<file path="config.mk">
export PLATFORM = sky130hd
export DESIGN_NAME = bit_serial_subtractor
export DESIGN_NICKNAME = d
export VERILOG_FILES = /design/src/rtl/bit_serial_subtractor.sv
export SDC_FILE = /design/constraint.sdc
export NUM_CORES = 1
export LEC_CHECK = 0
export BUFFER_PORTS_ARGS = -buffer_cell sky130_fd_sc_hd__buf_2
export CORE_ASPECT_RATIO = 1.5
export CORE_MARGIN = 8
export CORE_UTILIZATION = 35
export CTS_CLUSTER_DIAMETER = 60
export CTS_CLUSTER_SIZE = 20
export DETAILED_ROUTE_END_ITERATION = 6
export SYNTH_ARGS = -nofsm -noshare
export SYNTH_HDL_FRONTEND = slang
export SYNTH_SLANG_ARGS = --single-unit
export TNS_END_PERCENT = 5
</file>
<file path="constraint.sdc">
create_clock -name clk -period 1.1 [get_ports clk]
set_input_delay 0.11 -clock clk [delete_from_list [all_inputs] [get_ports clk]]
set_output_delay 0.11 -clock clk [all_outputs]
set_load 0.1 [all_outputs]
</file>
<file path="src/rtl/bit_serial_subtractor.sv">
// bit_serial_subtractor
//   Multi-cycle subtractor: diff = a - b - bin (mod 2^WIDTH), one bit per clock,
//   LSB first, using a single full-subtractor stage and a registered borrow.
//   A start/busy/done handshake lets a controller launch one operation at a time.
//
// Optional build macro: BSS_SIGNED_OVF_EN adds the ovf output (signed overflow).
//
// Ports
//   clk    in   1      rising-edge clock
//   rst    in   1      synchronous, active-high reset
//   start  in   1      launch request, sampled in IDLE and DONE only
//   a      in   WIDTH  minuend, captured when start is accepted
//   b      in   WIDTH  subtrahend, captured when start is accepted
//   bin    in   1      borrow-in, captured when start is accepted
//   busy   out  1      high while bits are being processed
//   done   out  1      one-cycle pulse, diff/bout hold a fresh result
//   diff   out  WIDTH  result, held until the next completion
//   ovf    out  1      signed overflow (only with BSS_SIGNED_OVF_EN)
//   bout   out  1      final borrow-out
//
// State | meaning
// ------+---------------------------------------------------------
// IDLE  | waiting for start
// RUN   | one result bit per cycle, cnt counts processed bits
// DONE  | result registers just updated; start here relaunches
module bit_serial_subtractor #(
  parameter int WIDTH = 8
) (
  input  logic             clk,
  input  logic             rst,
  input  logic             start,
  input  logic [WIDTH-1:0] a,
  input  logic [WIDTH-1:0] b,
  input  logic             bin,
  output logic             busy,
  output logic             done,
  output logic [WIDTH-1:0] diff,
`ifdef BSS_SIGNED_OVF_EN
  output logic             ovf,
`endif
  output logic             bout
);

  localparam int CNT_W = $clog2(WIDTH);

  typedef enum logic [1:0] {
    IDLE = 2'd0,
    RUN  = 2'd1,
    DONE = 2'd2
  } state_t;

  state_t state, state_next;

  logic [WIDTH-1:0] a_sh, b_sh, res_sh;
  logic [CNT_W-1:0] cnt;
  logic             brw;

  logic accept, last, bit_d, brw_next;

  always_ff @(posedge clk) begin
    if (rst) state <= IDLE;
    else     state <= state_next;
  end

  always_comb begin
    state_next = state;
    accept     = 1'b0;
    last       = 1'b0;
    case (state)
      IDLE: begin
        accept = start;
        if (start) state_next = RUN;
      end
      RUN: begin
        last = (cnt == CNT_W'(WIDTH - 1));
        if (last) state_next = DONE;
      end
      DONE: begin
        accept     = start;
        state_next = start ? RUN : IDLE;
      end
      default: state_next = IDLE;
    endcase
  end

  // Full-subtractor cell on the current LSBs.
  always_comb begin
    bit_d    = a_sh[0] ^ b_sh[0] ^ brw;
    brw_next = (~a_sh[0] & b_sh[0]) | (~(a_sh[0] ^ b_sh[0]) & brw);
  end

  always_ff @(posedge clk) begin
    if (rst) begin
      a_sh   <= '0;
      b_sh   <= '0;
      res_sh <= '0;
      cnt    <= '0;
      brw    <= 1'b0;
      diff   <= '0;
      bout   <= 1'b0;
`ifdef BSS_SIGNED_OVF_EN
      ovf    <= 1'b0;
`endif
    end else if (accept) begin
      a_sh <= a;
      b_sh <= b;
      brw  <= bin;
      cnt  <= '0;
    end else if (state == RUN) begin
      a_sh   <= a_sh >> 1;
      b_sh   <= b_sh >> 1;
      res_sh <= {bit_d, res_sh[WIDTH-1:1]};
      brw    <= brw_next;
      cnt    <= cnt + 1'b1;
      if (last) begin
        // The final bit goes straight to diff; res_sh would only hold it a cycle later.
        diff <= {bit_d, res_sh[WIDTH-1:1]};
        bout <= brw_next;
`ifdef BSS_SIGNED_OVF_EN
        // brw is the borrow into the MSB during the last bit.
        ovf  <= brw ^ brw_next;
`endif
      end
    end
  end

  assign busy = (state == RUN);
  assign done = (state == DONE);

endmodule

</file>
==> results.md, run 1 <==
- Status: complete, but fails checks
- Violated checks: negative setup slack
- Delay-heaviest family, CP: flip-flops
- Site Rows: 29
- Cell accounting for the most synthesized area: dfxtp_1
- Clk sink count: 38
- Share of cells above drive strength 1: 40.5%
- Slew @ Worst Pin: 0.213 ns
- Synth Area per Inst: 8.74 µm²
- Vias in the first global route: 1,425
- Die Area: 0.00688 mm²
- Synth top area share: 48.9%
- CTS tree: done
- DR vias/cell: 5.19
- Layout area overhead: 46.0%
- Worst setup margin: -0.119 ns
- Worst setup EP type: output pin
- Residual DRC: 0
- RSZ-0062 raised after global routing: yes
- H-tree depth: 2
- Max Fclk: 820 MHz
- Startpoint Class: register
- Synth cell types: 26
- Worst min path class: in -> reg
- Yosys reg bits: 38
- Diodes inserted: 0
- Final instance area: 0.00227 mm²
- Cell Area, Placed: 0.00202 mm²
- Filler cells: 394
- Post-synthesis sequential area ratio: 48.9%
- Clock tree buffer depth: 2
- Final setup fails: 21
- 1st-pass router iterations: 4
- Fin crit period: 1.22 ns
- Grt ovf: 0
- Hold Fails Final Rpt: 0
- Core ar.: 0.00425 mm²
- Worst-path clk slew: 0.07 ns
- Wire length per cell: 14.7 µm
- Fin. max-slew vios: 0
- Die Y: 97.6 µm
- Max_cap viols: 0
- Fin nets: 246
- P_leak: 0.000850 µW
- Initial Utilization: 36.6%
- Mux contribution to synthesized area: 1.93%
- Synth Area in Compound Gates: 16.7%
- Crit path required time: 0.99 ns
- Root Buffer: clkbuf_8
- Final Util: 53.5%
- Port bufs: 30
- Yosys Warn Count: 0
- Total CTS buffers: 5
- Initial antenna violation count: 0
- Area contributors post-synth: dfxtp_1 49%, nand2_1 9.4%, a21oi_1 6.1%, a311oi_2 4.8%, nor3_1 4.5%
- Skew final: 0.00171 ns
- Synth Area in XOR/XNOR: 0.563%
- Worst-Skew Late Latency: 0.29 ns
- CP Cell Sequence: nand2b_4 -> inv_8 -> buf_12 -> buf_12
- Buffers and inverters on the worst path: 3
- Largest net degree at the start of global routing: 39
- I/O pins: 31
- Adder-Cell Fraction of Synth Area: 2.90%
- Vias: 1,390
- HPWL Detailed: 2550 µm
- Critical path's slowest cell: dfxtp_2
- Post-Route WL: 3930 µm
- Synth Instances: 178
- Final ANT Viol Nets: 0
- Synth Cell Area: 0.00156 mm²
- Max VDD drop: 0.000918 V
- Post-synthesis simple-gate area fraction: 22.0%
- Power Density: 1280 mW/mm²
- Total track usage: 11.8%
- Final worst-path cycle share: 111%
- Main combinational cell family by area after synthesis: simple AND/OR/NAND/NOR gates
- First-pass GRT wire length: 6620 µm
- Placer congestion estimate: 0.753
- Most used cell, CP: buf_12
- Post-synth net total: 201
- Critical path class: reg -> out
- 1st-iter DRT viols: 31
- Arr. time, crit path: 1.11 ns
- Die Span X: 70.4 µm
- Worst rel slew slack: 85.7%
- CP Max Fanout: 4
- Worst path max stage delay: 0.32 ns
cell usage in the layout (no fill, tap or decap), types with 2 or more instances in the layout:
master / Yosys / layout
a21oi_2: 0 / 9
a311oi_1: 4 / 4
dfxtp_1: 38 / 32
buf_2: 5 / 19
buf_12: 0 / 15
mux2i_1: 3 / 3
nor2_1: 10 / 9
nand3_1: 11 / 11
nand2b_4: 0 / 2
nor3_1: 14 / 13
a311oi_2: 5 / 5
dfxtp_2: 0 / 5
nand2_1: 39 / 38
inv_1: 2 / 2
buf_4: 4 / 15
buf_6: 2 / 3
ha_4: 0 / 2
clkbuf_8: 0 / 6
a21oi_1: 19 / 10
o22ai_1: 5 / 4
cell usage after synthesis:
cell,number
inv_1,2
buf_1,1
clkbuf_1,3
buf_2,5
dfxtp_1,38
buf_4,4
a311oi_2,5
inv_6,1
buf_6,2
o22ai_1,5
nand3_1,11
nand3b_1,1
a22oi_1,1
nor2_1,10
a21oi_1,19
ha_1,2
a311oi_1,4
xnor2_1,1
nor2b_1,2
nor3_1,14
fa_1,1
o21a_1,1
a2bb2oi_1,1
nand2_1,39
nand2b_1,2
mux2i_1,3
registers in the layout (all words and copies together), names as in the netlist:
name / flops
brw: 1
a_sh: 8
diff: 8
b_sh: 8
res_sh: 7
state: 2
cnt: 3
bout: 1
metrics by stage:
stage | std cells | hold slack [ns] | worst slack (ns) | total power, µW | setup TNS, ns
after floorplan | 178 | 0.246 | -0.142 | 1790 | -2.24
after global placement | 256 | 0.354 | -0.181 | 1940 | -4.32
after detailed placement | 256 | 0.355 | -0.183 | 1940 | -4.12
after CTS | 268 | 0.0450 | -0.121 | 2930 | -0.944
after global routing | 268 | 0.0725 | -0.165 | 3060 | -2.79
final | 268 | 0.0539 | -0.119 | 2910 | -1.03
cells by family after synthesis:
group,after synthesis
fa+ha+maj,3
xor+xnor,1
mux,3
simple gates,79
compound gates,36
buf+inv,18
flops,38
cell type report:
| class | instances | area, µm² | share of cell area [%] |
|---|---|---|---|
| Multi-Input combinational cell | 122 | 791 | 34.8 |
| Timing Repair Buffer | 52 | 542 | 23.9 |
| Timing Repair inverter | 1 | 8.76 | 0.386 |
| Tap cell | 46 | 57.6 | 2.53 |
| Sequential cell | 38 | 771 | 33.9 |
| Clock buffer | 6 | 82.6 | 3.64 |
| Inverter | 3 | 18.8 | 0.826 |
routing by layer:
layer  GRT usage, %  wire length, µm
met1           12.1             1560
met2           20.2             2140
met3           4.81              161
met4           5.12               74
met5              0                0
worst paths after layout:
| check | from | end | slack [ns] | depth (start not counted) |
|---|---|---|---|---|
| max | state[1]$_SDFFE_PP0P_ | busy | -0.12 | 4 |
| min | a[7] | a_sh[7]$_SDFFE_PP0P_ | 0.05 | 3 |
| max reg2reg | brw$_SDFFE_PP0P_ | diff[7]$_SDFFE_PP0P_ | -0.11 | 4 |
| min reg2reg | res_sh[1]$_SDFFE_PP0P_ | res_sh[1]$_SDFFE_PP0P_ | 0.46 | 2 |
worst reg2reg max path, stage by stage (launching register included):
cell	delay [ns]
dfxtp_1	0.34
inv_1	0.06
fa_2	0.53
nand3_1	0.08
a21oi_2	0.14
timing repair:
action                                  CTS  global route
pin swaps                                10             2
buffers inserted                          5             0
hold buffers                              0             0
endpoints found under the setup margin   38            36
gates resized for setup                  20            14
cloned                                    1             0
power breakdown:
part / switching [µW] / internal, µW / leakage, µW / total [µW]
logic: 254 / 227 / 0.000494 / 481
clock network: 455 / 483 / 0.0000431 / 938
registers: 47.1 / 1440 / 0.000313 / 1490
total: 757 / 2150 / 0.000850 / 2910
Note: power is estimated with default switching activity, not from simulation.
==> run 2, diff against run 1 <==
--- a/config.mk
+++ b/config.mk
@@ -6,6 +6,7 @@
 export NUM_CORES = 1
 export LEC_CHECK = 0
 export BUFFER_PORTS_ARGS = -buffer_cell sky130_fd_sc_hd__buf_2
+export CAP_MARGIN = 10
 export CORE_ASPECT_RATIO = 1.5
 export CORE_MARGIN = 8
 export CORE_UTILIZATION = 35
==> constraint.sdc (replaced) <==
create_clock -name clk -period 1.4 [get_ports clk]
set_input_delay 0.14 -clock clk [delete_from_list [all_inputs] [get_ports clk]]
set_output_delay 0.14 -clock clk [all_outputs]
set_load 0.1 [all_outputs]
==> results.md, run 2 (synthesis gave the netlist of run 1 again) <==
- Biggest regs: a_sh x8, b_sh x8, diff x8
- Share of cells above drive strength 1: 26.3%
- Fin crit period: 1.37 ns
- Final setup fails: 0
- Post-Route WL: 3520 µm
- Worst-Skew Late Latency: 0.29 ns
- Critical path class: reg -> out
- P_leak: 0.000745 µW
- Worst-path clk slew: 0.07 ns
- Commonest non-fill, non-tap cell in the layout: nand2_1
- Hold Fails Final Rpt: 0
- Slew @ Worst Pin: 0.488 ns
- Core ar.: 0.00425 mm²
- Site Rows: 29
- Worst min path class: in -> reg
- Skew final: 0.00585 ns
- Clk sink count: 38
- Vias in the first global route: 1,339
- Port bufs: 30
- Fin. max-slew vios: 0
- Startpoint Class: register
- I/O pins: 31
- Max VDD drop: 0.000914 V
- Design Power: 2250 µW
- Max_cap viols: 0
- Final worst-path cycle share: 98.1%
- Final ANT Viol Nets: 0
- Reg2Reg Setup Slack: 0.10 ns
- Layout area overhead: 23.2%
- Initial antenna violation count: 0
- Die Area: 0.00688 mm²
- First-pass GRT wire length: 6210 µm
- Most frequent cells in the layout: 39 x nand2_1, 37 x dfxtp_1, 28 x buf_2, 19 x a21oi_1, 14 x nor3_1
- Crit path required time: 1.26 ns
- Die Span X: 70.4 µm
- Worst setup EP type: output pin
- Grt ovf: 0
- CTS tree: done
- Diodes inserted: 0
- Worst rel slew slack: 67.7%
- Status: finished, final reports clean
- Total CTS buffers: 5
- Fin nets: 231
- HPWL Detailed: 2320 µm
- 1st-iter DRT viols: 68
- Placer congestion estimate: 0.732
- Max Fclk: 728 MHz
- 1st-pass router iterations: 4
- H-tree depth: 2
- DR vias/cell: 5.17
- Fin cells: 255
- Hold slack: 0.0869 ns
- Dpl cells: 245
- Total track usage: 10.9%
- Power Density: 1180 mW/mm²
- Initial Utilization: 36.6%
- CP Max Fanout: 17
- Arr. time, crit path: 1.23 ns
- Vias: 1,318
- Wire length per cell: 13.8 µm
- Die Y: 97.6 µm
- RSZ-0062 raised after global routing: yes
- Residual DRC: 0
- Final Util: 45.1%
- Largest net degree at the start of global routing: 39
- Root Buffer: clkbuf_8
- Clock tree buffer depth: 2
## run 2: worst paths after layout
check / from / end / cells after the start
hold reg to reg: diff[3]$_SDFFE_PP0P_ / diff[3]$_SDFFE_PP0P_ / 2
setup reg to reg: cnt[0]$_SDFFE_PP0N_ / bout$_SDFFE_PP0P_ / 5
setup / recovery: state[1]$_SDFFE_PP0P_ / busy / 3
hold / removal: a[7] / a_sh[7]$_SDFFE_PP0P_ / 3
## run 2: where the power goes
group | switching (µW) | leakage [µW] | internal (µW)
clock | 368 | 0.0000482 | 397
combinational | 179 | 0.000386 | 143
sequential | 32.3 | 0.000311 | 1130
## run 2: cell type report
type	count	area, µm²
multi-input combinational	122	698
clock buffer	7	86.3
sequential	38	764
fill	433	2330
timing repair buffer	37	258
clock inverter	1	5.00
tap	46	57.6
inverter	3	37.5
timing repair inverter	1	8.76
## run 2: routing by layer
| metal | track usage [%] | vias to the layer above | wire, µm |
|---|---|---|---|
| met5 | 0 | - | 0 |
| met4 | 5.12 | 0 | 47 |
| met3 | 4.60 | 4 | 245 |
| met2 | 17.1 | 35 | 1720 |
| met1 | 12.4 | 607 | 1510 |
| li1 | - | 672 | - |
## run 2: through the flow
step	setup WS [ns]	TNS, ns	area, µm²
finish	0.0264	0	1920
global route	-0.0213	-0.0305	1920
CTS	0.00843	0	1900
detailed placement	0.0154	0	1770
global placement	0.108	0	1770
floorplan	0.0683	0	1560
## run 2: timing repair
action / CTS / global route
setup endpoints to repair: 1 / 10
pin swaps: 0 / 1
hold buffers: 0 / 0
gates cloned: 1 / 0
setup buffers: 0 / 1
resized for setup: 5 / 2
## run 2: critical path: stages, from the launching register on
cell       delay [ns]
dfxtp_1          0.33
nand2b_4         0.18
bufinv_16        0.25
buf_12           0.18
==> run 3, diff against run 2 <==
==> constraint.sdc (replaced) <==
create_clock -name clk -period 1.4 [get_ports clk]
set_input_delay 0.14 -clock clk [delete_from_list [all_inputs] [get_ports clk]]
set_output_delay 0.14 -clock clk [all_outputs]
set_load 0.01 [all_outputs]
==> results.md, run 3 (synthesis gave the netlist of run 1 again) <==
- Fin crit period: 1.33 ns
- RSZ-0062 raised after global routing: yes
- Grt ovf: 0
- Arr. time, crit path: 1.19 ns
- Commonest non-fill, non-tap cell in the layout: nand2_1
- CTS tree: done
- Design Power: 2220 µW
- Reg2Reg Setup Slack: 0.10 ns
- Status: finished, final reports clean
- Power Density: 1190 mW/mm²
- Vias: 1,324
- Worst-path clk slew: 0.08 ns
- HPWL Detailed: 2300 µm
- CP Max Fanout: 17
- Final worst-path cycle share: 95.3%
- Fin nets: 230
- Hold path startpoint: a[7]
- Final Util: 43.7%
- Layout area overhead: 19.3%
- Port bufs: 30
- Largest net degree at the start of global routing: 27
- Initial antenna violation count: 0
- Crit path required time: 1.26 ns
- P_leak: 0.000738 µW
- Filler cells: 428
- Final setup fails: 0
- WHS Endpoint: a_sh[7]$_SDFFE_PP0P_
- Post-Route WL: 3480 µm
- Max VDD drop: 0.000937 V
- Skew final: 0.00748 ns
- Diodes inserted: 0
- 1st-iter DRT viols: 63
- Hold Fails Final Rpt: 0
- R2r worst-path depth: 5
- Residual DRC: 0
- I/O pins: 31
- Site Rows: 29
- Critical path class: reg -> out
- Vias in the first global route: 1,361
- Wire length per cell: 13.7 µm
- Die Y: 97.6 µm
- DR vias/cell: 5.21
- 1st-pass router iterations: 4
- Fin cells: 254
- Worst min path class: in -> reg
- R2r endpoint: diff[3]$_SDFFE_PP0P_
- Dpl cells: 245
- Hold depth: 3
- Worst rel slew slack: 77.0%
- Pre-CTS WS: 0.106 ns
- First-pass GRT wire length: 6040 µm
- Clock tree buffer depth: 2
- Placer congestion estimate: 0.708
- Worst setup EP type: output pin
- Worst-Skew Late Latency: 0.29 ns
- Biggest regs: a_sh x8, b_sh x8, diff x8
- Total track usage: 10.5%
- Total CTS buffers: 5
- Max_cap viols: 0
- Core ar.: 0.00425 mm²
- Die Span X: 70.4 µm
- Share of cells above drive strength 1: 25.0%
- Clk sink count: 38
- Die Area: 0.00688 mm²
- Root Buffer: clkbuf_8
- Max Fclk: 750 MHz
- Fin. max-slew vios: 0
- Hold slack: 0.0783 ns
- Initial Utilization: 36.6%
- Crit Reg-Reg Startpoint: cnt[0]$_SDFFE_PP0N_
- Worst setup margin: 0.0663 ns
- Final ANT Viol Nets: 0
- Slew @ Worst Pin: 0.344 ns
- Startpoint Class: register
- Most frequent cells in the layout: 39 x nand2_1, 37 x dfxtp_1, 30 x buf_2, 19 x a21oi_1, 14 x nor3_1
- H-tree depth: 2
- Post-CTS Hold Buffers: 0
- Post-CTS repair timing setup buffer count: 0
[run 3: cell types whose count changed in the layout (fill, tap and decap cells not counted), sizes merged]
cell  previous run  this run
buf             37        36
[run 3: metrics by stage]
step	setup TNS (ns)	area [µm²]
global route	-0.0303	1860
CTS	0	1860
detailed placement	0	1740
global placement	0	1740
finish	0	1860
floorplan	0	1560
[run 3: worst max-delay path by stage]
stage	from	end	cells after the start
CTS	state[1]$_SDFFE_PP0P_	busy	3
floorplan	cnt[0]$_SDFFE_PP0N_	state[0]$_SDFFE_PP0P_	5
global placement	state[0]$_SDFFE_PP0P_	b_sh[6]$_SDFFE_PP0P_	4
detailed placement	cnt[0]$_SDFFE_PP0N_	diff[0]$_SDFFE_PP0P_	5
global route	cnt[0]$_SDFFE_PP0N_	diff[3]$_SDFFE_PP0P_	5
finish	state[1]$_SDFFE_PP0P_	busy	3
[run 3: routing by layer]
metal	GRT usage, %	part of all wire [%]	vias up
met5	0	0	-
met4	5.12	1.8	0
met3	3.99	6.8	7
met2	17.5	49	34
met1	11.2	42	612
li1	-	-	671
[run 3: repair_timing]
action,in CTS,in global routing
endpoints found under the setup margin,1,2
endpoints found under the hold margin,0,0
gates resized for setup,3,0
gates cloned,1,0
[run 3: cell type report]
type,count,area [µm²],area share (%)
clock buffer,7,86.3,4.65
clock inverter,1,5.00,0.270
inverter,3,25.0,1.35
multi-input combinational,122,693,37.4
sequential,38,762,41.1
tap,46,57.6,3.10
timing repair buffer,36,220,11.9
timing repair inverter,1,6.26,0.337
[run 3: power by group]
part	internal, µW	switching, µW	total, µW
clock network	397	372	769
logic	126	155	281
registers	1130	33.1	1170
[run 3: worst max-delay path, cell delays in order (launching register included)]
cell and delay [ns]:
dfxtp_1 0.32, nand2b_4 0.17, bufinv_8 0.26, buf_2 0.15
